--- src/rtl/mips_reset_sequencer_if.sv ---
// rtl/mips_reset_sequencer_if.sv - control/status bundle between the reset sequencer and the MIPS core
interface mips_reset_sequencer_if #(
    parameter int NUM_CH = 2,
    parameter int CNT_W  = 32
);
    logic              restart_req;
    logic              halt;
    logic              heartbeat;
    logic [NUM_CH-1:0] cpu_reset;
    logic              run;
    logic              done;
    logic [CNT_W-1:0]  cycle_count;
    logic              wdog_fired;

    modport master (
        input  restart_req, halt, heartbeat,
        output cpu_reset, run, done, cycle_count, wdog_fired
    );

    modport slave (
        output restart_req, halt, heartbeat,
        input  cpu_reset, run, done, cycle_count, wdog_fired
    );
endinterface

--- src/rtl/mips_reset_sequencer.sv ---
// rtl/mips_reset_sequencer.sv - staggered reset release and bounded run control; optional MIPS_RSTSEQ_WATCHDOG_EN
module mips_reset_sequencer #(
    parameter int NUM_CH      = 2,
    parameter int HOLD_CYCLES = 2,
    parameter int STAGGER     = 1,
    parameter int RUN_CYCLES  = 9,
    parameter int CNT_W       = 32,
    parameter int WDOG_CYCLES = 64
) (
    input  logic                  clk,
    input  logic                  reset,
    mips_reset_sequencer_if.master bus
);
    typedef enum logic [1:0] {ASSERT, RELEASE, RUN, DONE} state_t;

    localparam logic [31:0]      HOLD_LAST = 32'(HOLD_CYCLES - 1);
    localparam logic [31:0]      REL_LAST  = 32'((NUM_CH - 1) * STAGGER);
    localparam logic [CNT_W-1:0] RUN_LAST  = CNT_W'(RUN_CYCLES - 1);

    state_t            state;
    logic [31:0]       hold_cnt;
    logic [31:0]       rel_cnt;
    logic [NUM_CH-1:0] cpu_reset_q;
    logic              run_q;
    logic              done_q;
    logic [CNT_W-1:0]  cycle_count_q;
    logic              wdog_trip;

    always_ff @(posedge clk) begin
        if (!reset) begin
            state         <= ASSERT;
            hold_cnt      <= '0;
            rel_cnt       <= '0;
            cpu_reset_q   <= '1;
            run_q         <= 1'b0;
            done_q        <= 1'b0;
            cycle_count_q <= '0;
        end else if (bus.restart_req || wdog_trip) begin
            state         <= ASSERT;
            hold_cnt      <= '0;
            rel_cnt       <= '0;
            cpu_reset_q   <= '1;
            run_q         <= 1'b0;
            done_q        <= 1'b0;
            cycle_count_q <= '0;
        end else begin
            case (state)
                ASSERT: begin
                    if (hold_cnt == HOLD_LAST) begin
                        state   <= RELEASE;
                        rel_cnt <= '0;
                    end else begin
                        hold_cnt <= hold_cnt + 32'd1;
                    end
                end
                RELEASE: begin
                    // channel i drops once i*STAGGER release cycles have elapsed
                    for (int i = 0; i < NUM_CH; i++) begin
                        if (rel_cnt == 32'(i * STAGGER)) cpu_reset_q[i] <= 1'b0;
                    end
                    if (rel_cnt == REL_LAST) begin
                        state         <= RUN;
                        run_q         <= 1'b1;
                        cycle_count_q <= '0;
                    end else begin
                        rel_cnt <= rel_cnt + 32'd1;
                    end
                end
                RUN: begin
                    if (bus.halt || (RUN_CYCLES != 0 && cycle_count_q == RUN_LAST)) begin
                        state       <= DONE;
                        run_q       <= 1'b0;
                        done_q      <= 1'b1;
                        cpu_reset_q <= '1;
                    end else if (cycle_count_q != '1) begin
                        cycle_count_q <= cycle_count_q + 1'b1;
                    end
                end
                default: begin
                end
            endcase
        end
    end

`ifdef MIPS_RSTSEQ_WATCHDOG_EN
    localparam logic [31:0] WDOG_LAST = 32'(WDOG_CYCLES - 1);

    logic [31:0] wdog_cnt;
    logic        wdog_fired_q;

    assign wdog_trip = (state == RUN) && !bus.heartbeat && (wdog_cnt == WDOG_LAST);

    // an explicit restart on the same edge wins, so it does not count as a watchdog event
    always_ff @(posedge clk) begin
        if (!reset) begin
            wdog_cnt     <= '0;
            wdog_fired_q <= 1'b0;
        end else begin
            if (wdog_trip && !bus.restart_req) wdog_fired_q <= 1'b1;
            if (state != RUN || bus.heartbeat) wdog_cnt <= '0;
            else wdog_cnt <= wdog_cnt + 32'd1;
        end
    end

    assign bus.wdog_fired = wdog_fired_q;
`else
    localparam int unused_wdog_cycles = WDOG_CYCLES;
    logic unused_heartbeat;

    assign unused_heartbeat = bus.heartbeat;
    assign wdog_trip        = 1'b0;
    assign bus.wdog_fired   = 1'b0;
`endif

    assign bus.cpu_reset   = cpu_reset_q;
    assign bus.run         = run_q;
    assign bus.done        = done_q;
    assign bus.cycle_count = cycle_count_q;
endmodule

--- src/flat_wrapper.sv ---
// flat-port wrapper written by rule: the top's interface ports become plain ports
module mips_reset_sequencer_flat 
#(
    parameter int NUM_CH      = 2,
    parameter int HOLD_CYCLES = 2,
    parameter int STAGGER     = 1,
    parameter int RUN_CYCLES  = 9,
    parameter int CNT_W       = 32,
    parameter int WDOG_CYCLES = 64
)
  (clk, reset, bus_restart_req, bus_halt, bus_heartbeat, bus_cpu_reset, bus_run, bus_done, bus_cycle_count, bus_wdog_fired);
  mips_reset_sequencer_if #(.NUM_CH(NUM_CH), .CNT_W(CNT_W)) bus_i ();
  input  logic clk;
  input  logic reset;
  input wire logic [$bits(bus_i.restart_req)-1:0] bus_restart_req;
  input wire logic [$bits(bus_i.halt)-1:0] bus_halt;
  input wire logic [$bits(bus_i.heartbeat)-1:0] bus_heartbeat;
  output wire logic [$bits(bus_i.cpu_reset)-1:0] bus_cpu_reset;
  output wire logic [$bits(bus_i.run)-1:0] bus_run;
  output wire logic [$bits(bus_i.done)-1:0] bus_done;
  output wire logic [$bits(bus_i.cycle_count)-1:0] bus_cycle_count;
  output wire logic [$bits(bus_i.wdog_fired)-1:0] bus_wdog_fired;
  assign bus_i.restart_req = bus_restart_req;
  assign bus_i.halt = bus_halt;
  assign bus_i.heartbeat = bus_heartbeat;
  assign bus_cpu_reset = bus_i.cpu_reset;
  assign bus_run = bus_i.run;
  assign bus_done = bus_i.done;
  assign bus_cycle_count = bus_i.cycle_count;
  assign bus_wdog_fired = bus_i.wdog_fired;
  mips_reset_sequencer #(.NUM_CH(NUM_CH), .HOLD_CYCLES(HOLD_CYCLES), .STAGGER(STAGGER), .RUN_CYCLES(RUN_CYCLES), .CNT_W(CNT_W), .WDOG_CYCLES(WDOG_CYCLES)) u_core (.clk(clk), .reset(reset), .bus(bus_i));
endmodule
--- config.mk ---
export PLATFORM = sky130hd
export DESIGN_NAME = mips_reset_sequencer_flat
export DESIGN_NICKNAME = d
export VERILOG_FILES = /design/src/rtl/mips_reset_sequencer_if.sv /design/src/rtl/mips_reset_sequencer.sv /design/src/flat_wrapper.sv
export SDC_FILE = /design/constraint.sdc
export NUM_CORES = 1
export LEC_CHECK = 0
export ABC_AREA = 1
export CORE_MARGIN = 5
export CORE_UTILIZATION = 40
export CTS_CLUSTER_SIZE = 14
export DETAILED_ROUTE_END_ITERATION = 10
export PLACE_DENSITY_LB_ADDON = 0.15
export RECOVER_POWER = 50
export SYNTH_ARGS = -nofsm -noshare
export SYNTH_HDL_FRONTEND = slang
export SYNTH_SLANG_ARGS = --single-unit
export TNS_END_PERCENT = 50
--- constraint.sdc ---
create_clock -name clk -period 2.3 [get_ports clk]
set_input_delay 0.46 -clock clk [delete_from_list [all_inputs] [get_ports clk]]
set_output_delay 0.46 -clock clk [all_outputs]
set_load 0.1 [all_outputs]
[Word level (Yosys, flattened, before mapping)]
Cells that the tools add are included.
Storage, ports and cells
  register bits: 102
  output and inout port bits: 37
Operators by class
  $add $sub $neg: 3
  eq/ne operators: 13
  mux-type cells: 17
  bitwise gates (word level): 2
  reductions and logical operators: 14
Operators by type and width (number)
  32-bit 2-to-1 mux: 5
  32-bit case mux with 2 select lines: 2
  32-bit by 1-bit adder with 32-bit output, second input constant: 3
  32-bit by 1-bit == test with 1-bit output, second input constant: 2
  32-bit by 4-bit == test with 1-bit output, second input constant: 1
  32-bit zero test: 1
  32-bit != test, second input constant: 1
  2-bit by 1-bit != test with 1-bit output, second input constant: 5
  3-bit AND reduction: 3
  4-bit AND reduction: 2
  2-bit 2-to-1 mux: 3
  2-bit case mux with 3 select lines: 1
  1-bit 2-to-1 mux: 4
  2-bit != test, second input constant: 2
  2-bit case mux with 2 select lines: 1
  2-bit AND reduction: 2
  2-bit nonzero test: 2
  3-bit nonzero test: 1
  2-bit by 1-bit == test with 1-bit output, second input constant: 1
  2-bit == test, second input constant: 1
  2-bit zero test: 1
  1-bit NOT: 2
  1-bit case mux with 2 select lines: 1
  2-bit OR reduction: 1
  1-bit logical OR: 1

[Depth between registers and ports, before layout]
  depth in word-level cells: 4
  mapped depth: 14
  mapped depth without buffers: 13

[Worst setup path before layout]
No wires, ideal clock.
  path type: reg2reg
  start: register u_core.cycle_count_q[0] (netlist: u_core.bus.cycle_count[0])
  end: register u_core.cycle_count_q[12] (netlist: u_core.bus.cycle_count[12])
  setup time: 0.135 ns
  arrival time: 2.516 ns
  required time: 2.165 ns
  setup slack: -0.351 ns
  cell stages (with the launch flop): 13
  clock period less this slack: 2.651 ns
  cell sequence: dfxtp_1 -> ha_1 -> nand3_1 -> inv_1 -> nand2_2 -> nor2_4 -> nand3_1 -> nand3_2 -> nor2_2 -> buf_6 -> buf_8 -> nand2_2 -> a21oi_2
On the way
  longest elaborated chain between the ends: 4
  elaborated cells between the ends (all ways): 10
Ends and longest elaborated chain
  from (decl): RTL line mips_reset_sequencer.sv:26  | logic [CNT_W-1:0] cycle_count_q;
  from (signal assigned): RTL line mips_reset_sequencer.sv:76  | cycle_count_q <= cycle_count_q + 1'b1;
  32-bit by 1-bit adder with 32-bit output / 32-bit by 4-bit == test with 1-bit output (equally long branches): RTL line mips_reset_sequencer.sv:76, mips_reset_sequencer.sv:70
  32-bit 2-to-1 mux / 1-bit logical OR (equally long branches): RTL line mips_reset_sequencer.sv:75, mips_reset_sequencer.sv:70
  32-bit 2-to-1 mux / 2-bit != test (equally long branches)
  32-bit case mux with 2 select lines / 4-bit AND reduction (equally long branches)
Parallel ways exist; a longest one is shown, timed or not. The select of a mux whose other input is x is not followed.
A chain may end at the register's enable or synchronous reset.

[Final worst setup path]
  start: register u_core.state[0]
  end: register u_core.cycle_count_q[14] (netlist: u_core.bus.cycle_count[14])
On the way
  longest elaborated chain between the ends: 3
  elaborated cells between the ends (all ways): 8
Ends and longest elaborated chain
  from (decl): RTL line mips_reset_sequencer.sv:20  | state_t state;
  from (signal assigned): RTL line mips_reset_sequencer.sv:31  | state <= ASSERT;
  from (signal assigned): RTL line mips_reset_sequencer.sv:39  | state <= ASSERT;
  from (signal assigned): RTL line mips_reset_sequencer.sv:50  | state <= RELEASE;
  2-bit == test / 2-bit by 1-bit == test with 1-bit output (equally long branches): RTL line mips_reset_sequencer.sv:47  | case (state)
  2-bit != test (no line), or another cell as far along
  4-bit AND reduction (no line)
Parallel ways exist; a longest one is shown, timed or not.

==> impl_table.tex <==
\begin{tabular}{lr}
\hline
Metric & Value \\
\hline
\multicolumn{2}{l}{\textbf{GRT}} \\
\quad Grt ovf & 0 \\
\quad Overall Global Routing Usage & 20.3\% \\
\quad Initial antenna violation count & 0 \\
\quad Vias in the first global route & 6790 \\
\quad Maximum number of pins on one net before global-route repair & 37 \\
\quad Global-route wire length before repair & approximately 33000 um \\
\multicolumn{2}{l}{\textbf{Layout}} \\
\quad Total of fill cells in the finished design & 1971 \\
\quad FF+latch area & 2060 sq um \\
\quad Number of antenna cells inserted & 0 \\
\quad Number of cells in the finished layout apart from fillers & 1482 \\
\quad Layout overhead on the synthesized area & 14.1\% \\
\quad Post-layout net count & 1269 \\
\quad Share of layout cells above drive strength 1 & 11.7\% \\
\quad Footprint of the multi-input gates & $\sim$4400 sq um \\
\multicolumn{2}{l}{\textbf{Hold path}} \\
\quad Path type of the worst min-delay path & register to register \\
\multicolumn{2}{l}{\textbf{Routing}} \\
\quad Routed via count & 7319 \\
\quad TritonRoute pass-1 iters & 5 \\
\quad Antenna-violating nets left & 0 \\
\quad Average via count per standard cell & 4.94 \\
\quad Number of design rule violations left after detail routing & 0 \\
\quad Initial DRC count & 469 \\
\quad Average wire per standard cell & 13.5 um \\
\quad Sum of routed wire length over all layers & 20000 um \\
\multicolumn{2}{l}{\textbf{Placed design}} \\
\quad Final Wtd Congestion & 0.941 \\
\quad Number of input and output port buffers inserted & 39 \\
\quad Placed cell count & 1466 \\
\quad HPWL reported at the end of detailed placement & 14700 um \\
\multicolumn{2}{l}{\textbf{Clock tree}} \\
\quad Number of sinks on the clock net & around 100 \\
\quad Clock buffer count from CTS & 9 \\
\quad Root Buffer & sky130\_fd\_sc\_hd\_\_clkbuf\_16 \\
\quad CTS HTree Levels & 3 \\
\quad Worst-path clk slew & about 0.070 ns \\
\quad Clock latency on the worst-skew pair & 0.36 ns \\
\quad TritonCTS clock tree & yes \\
\quad Quantity of hold-fixing buffers added after cts & 0 \\
\quad Maximum buffer depth of the clock tree & 2 \\
\multicolumn{2}{l}{\textbf{Worst setup path}} \\
\quad Critical path startpoint & u\_core.state[0] \\
\quad Master of the slowest instance on the critical path & sky130\_fd\_sc\_hd\_\_nor2\_4 \\
\quad Critical Path RT & 2.60 ns \\
\quad Crit path cell chain & inv\_1 -> ha\_1 -> inv\_1 -> nor2\_1 -> nand3\_1 -> nor2\_1 -> nand3\_1 -> nand3\_2 -> nor2\_4 -> nand2\_2 -> a21oi\_2 \\
\quad Largest fanout on the critical path & 19 \\
\quad Cell family contributing the most delay on the critical path & simple AND/OR/NAND/NOR gates \\
\quad CP Launch Type & register \\
\quad R2r startpoint & u\_core.state[0] \\
\quad Buf/Inv on CP & 2 \\
\quad Worst reg-to-reg path cell count & 11 \\
\quad Setup slack of the worst register-to-register path & 0.20 ns \\
\quad Crit. path cell count & 11 \\
\quad Worst setup path category & register to register \\
\quad Delay of the slowest cell on the worst path & 0.53 ns \\
\quad Signal arrival time at the worst endpoint & 2.40 ns \\
\quad Critical path endpoint & u\_core.bus.cycle\_count[14] \\
\quad RR Endpoint & u\_core.bus.cycle\_count[14] \\
\quad Endpoint type of the worst setup path & register \\
\multicolumn{2}{l}{\textbf{Floorplan}} \\
\quad Die footprint & 20200 sq um \\
\quad Die Wd & 142 um \\
\quad Initial Utilization & 40.6\% \\
\quad Number of rows in the core area & 48 \\
\quad Placeable Area & 17200 sq um \\
\quad Chip Height & 142 um \\
\quad Boundary pin count & 42 \\
\multicolumn{2}{l}{\textbf{Yosys}} \\
\quad Post-Synthesis Net Count & roughly 1200 \\
\quad Primary flip-flop cell chosen by synthesis mapping & sky130\_fd\_sc\_hd\_\_dfxtp\_1 \\
\quad Number of synthesized flops with an enable pin & 0 \\
\quad Count of yosys warnings during synthesis & 0 \\
\quad Simple-gate share of the synthesized area & 46.6\% \\
\quad Largest family of logic cells by synthesized area & simple AND/OR/NAND/NOR gates \\
\quad Average size of a mapped cell & 5.84 sq um \\
\quad Post-synthesis instance total & 1192 \\
\quad Proportion of register bits with asynchronous set or reset after synthesis & 0\% \\
\quad Multiplexer fraction of the synthesized cell area & 0\% \\
\quad Cell area after synthesis & 6970 sq um \\
\quad Seq cells post-synth & a little over 100 \\
\quad Post-Synth Adder-Cell Area & 1.98\% \\
\quad Post-synthesis sequential area ratio & 29.3\% \\
\quad Unique cell type count in the Yosys netlist & 34 \\
\quad Synth Area in XOR/XNOR & under 10\% \\
\quad Post-synthesis compound-gate area fraction & approximately 8.7\% \\
\multicolumn{2}{l}{\textbf{Power}} \\
\quad Power density of the placed cells & 454 nW/um\^{}2 \\
\quad Leak Pwr & 2.71 nW \\
\quad Worst IR drop on VDD & 0.000366 V \\
\quad Total design power & approximately 3.6 mW \\
\multicolumn{2}{l}{\textbf{STA}} \\
\quad Highest clock rate & around 480 MHz \\
\quad Transition at the pin with the smallest max-transition slack & $\sim$0.63 ns \\
\quad Share of the clock period used by the worst path & 91.4\% \\
\quad Max-slew headroom at the worst pin & 58.0\% \\
\quad Unrepaired setup endpoints after global routing & false \\
\quad Final setup fails & 0 \\
\quad Max-slew violation count & 0 \\
\quad Number of hold-slack violations in the final timing report & 0 \\
\quad Hold Worst Slack & 0.495 ns \\
\quad Fin Clk Skew & approximately 0.010 ns \\
\quad Period minus WS final & around 2.1 ns \\
\multicolumn{2}{l}{\textbf{Job}} \\
\quad Max-cap check violation count & 0 \\
\multicolumn{2}{l}{\textbf{Status}} \\
\quad Status & completed \\
\hline
\end{tabular}
[power by group]
group	leakage [nW]	internal, mW	switching [mW]
registers	0.829	1.78	0.0117
logic	1.75	0.0909	0.296
clock network	0.127	0.733	0.705
total	2.71	2.60	1.01
[worst min path at each step]
| stage | from | to | slack (ns) | depth (start not counted) |
|---|---|---|---|---|
| 2_1_floorplan | u_core.hold_cnt[7] | u_core.hold_cnt[7] | 0.46 | 2 |
| 5_1_grt | u_core.state[1] | u_core.state[1] | 0.51 | 2 |
| 6_report | u_core.state[1] | u_core.state[1] | 0.50 | 2 |
| 3_5_place_dp | u_core.state[1] | u_core.state[1] | 0.49 | 2 |
| 3_3_place_gp | u_core.hold_cnt[7] | u_core.hold_cnt[7] | 0.47 | 2 |
| 4_1_cts | u_core.state[1] | u_core.state[1] | 0.50 | 2 |
[layout make-up]
cell class / count / share of cell area [%]
Tap cell: 225 / 3.54
Clock inverter: 3 / 0.283
Clock buffer: 12 / 2.97
Sequential cell: 102 / 25.9
Timing Repair Buffer: 85 / 7.43
Multi-Input combinational cell: 963 / 55.5
Inverter: 92 / 4.34
[worst reg2reg max path, cell delays in order, from the launching register on]
cell,delay (ns)
sky130_fd_sc_hd__dfxtp_1,0.36
sky130_fd_sc_hd__inv_1,0.09
sky130_fd_sc_hd__ha_1,0.21
sky130_fd_sc_hd__inv_1,0.12
sky130_fd_sc_hd__nor2_1,0.06
sky130_fd_sc_hd__nand3_1,0.06
sky130_fd_sc_hd__nor2_1,0.04
sky130_fd_sc_hd__nand3_1,0.12
sky130_fd_sc_hd__nand3_2,0.17
sky130_fd_sc_hd__nor2_4,0.53
sky130_fd_sc_hd__nand2_2,0.11
sky130_fd_sc_hd__a21oi_2,0.16
[stage by stage]
step           setup WS (ns)  instance area [sq um]  TNS, ns  utilization, %
4_1_cts                0.174                   8050        0            46.9
3_3_place_gp         -0.0773                   7780    -1.61            45.3
6_report               0.198                   7950        0            46.3
3_5_place_dp          -0.102                   7780    -2.33            45.3
2_1_floorplan        0.00132                   6980        0               -
5_1_grt               0.0169                   7950        0            46.3
[metal layers]
layer	vias up	wire length [um]	track usage, %
met5	-	0	0
met4	0	479	6.21
met3	31	595	3.43
met2	127	9280	34.3
met1	3296	9660	26.5
li1	3865	-	-
[logic make-up (layout without fill, tap and decap cells)]
| family | after synthesis | after routing |
|---|---|---|
| flops | 102 | 102 |
| xor+xnor | 46 | 46 |
| fa+ha+maj | 11 | 11 |
| simple gates | 795 | 796 |
| other cells | 1 | 1 |
| buf+inv | 128 | 192 |
| compound gates | 109 | 109 |
[flip-flops by register name, summed over array words and instances, names as in the netlist]
| signal | flops |
|---|---|
| u_core.bus.cycle_count | 32 |
| u_core.hold_cnt | 32 |
| u_core.state | 2 |
| u_core.bus.run | 1 |
| u_core.bus.done | 1 |
| u_core.rel_cnt | 32 |
| u_core.bus.cpu_reset | 2 |
[layout by cell type (no fill, tap or decap), types with 4 or more instances in the layout]
cell / count
sky130_fd_sc_hd__xnor2_1: 7
sky130_fd_sc_hd__ha_1: 11
sky130_fd_sc_hd__nor3b_1: 4
sky130_fd_sc_hd__dfxtp_2: 13
sky130_fd_sc_hd__dfxtp_1: 89
sky130_fd_sc_hd__nand2_1: 409
sky130_fd_sc_hd__nor3_1: 46
sky130_fd_sc_hd__nor2_2: 6
sky130_fd_sc_hd__nand2_2: 12
sky130_fd_sc_hd__a21oi_2: 10
sky130_fd_sc_hd__o21ai_0: 13
sky130_fd_sc_hd__nand4_1: 15
sky130_fd_sc_hd__xor2_1: 39
sky130_fd_sc_hd__nor2_1: 234
sky130_fd_sc_hd__clkbuf_2: 37
sky130_fd_sc_hd__a21oi_1: 76
sky130_fd_sc_hd__nand3_1: 61
sky130_fd_sc_hd__clkbuf_16: 9
sky130_fd_sc_hd__inv_1: 90
sky130_fd_sc_hd__buf_4: 41
[timing repair]
action,in CTS,in global routing
gates resized for setup,1,0
endpoints found under the setup margin,28,0
buffers inserted,0,0
[synthesized netlist by cell type (7+ instances only)]
cell | count | area share (%)
sky130_fd_sc_hd__nand2_2 | 12 | 1.1
sky130_fd_sc_hd__o21ai_0 | 13 | 0.93
sky130_fd_sc_hd__nand2_1 | 409 | 22
sky130_fd_sc_hd__nand4_1 | 15 | 1.3
sky130_fd_sc_hd__ha_1 | 11 | 2.0
sky130_fd_sc_hd__a21oi_2 | 10 | 1.3
sky130_fd_sc_hd__buf_2 | 11 | 0.79
sky130_fd_sc_hd__xor2_1 | 39 | 4.9
sky130_fd_sc_hd__dfxtp_1 | 102 | 29
sky130_fd_sc_hd__nor2_1 | 236 | 13
sky130_fd_sc_hd__clkbuf_1 | 19 | 1.0
sky130_fd_sc_hd__a21oi_1 | 76 | 5.5
sky130_fd_sc_hd__xnor2_1 | 7 | 0.88
sky130_fd_sc_hd__nand3_1 | 61 | 4.4
sky130_fd_sc_hd__nor3_1 | 46 | 3.3
sky130_fd_sc_hd__inv_1 | 90 | 4.8
(Power assumes the default switching activity.)
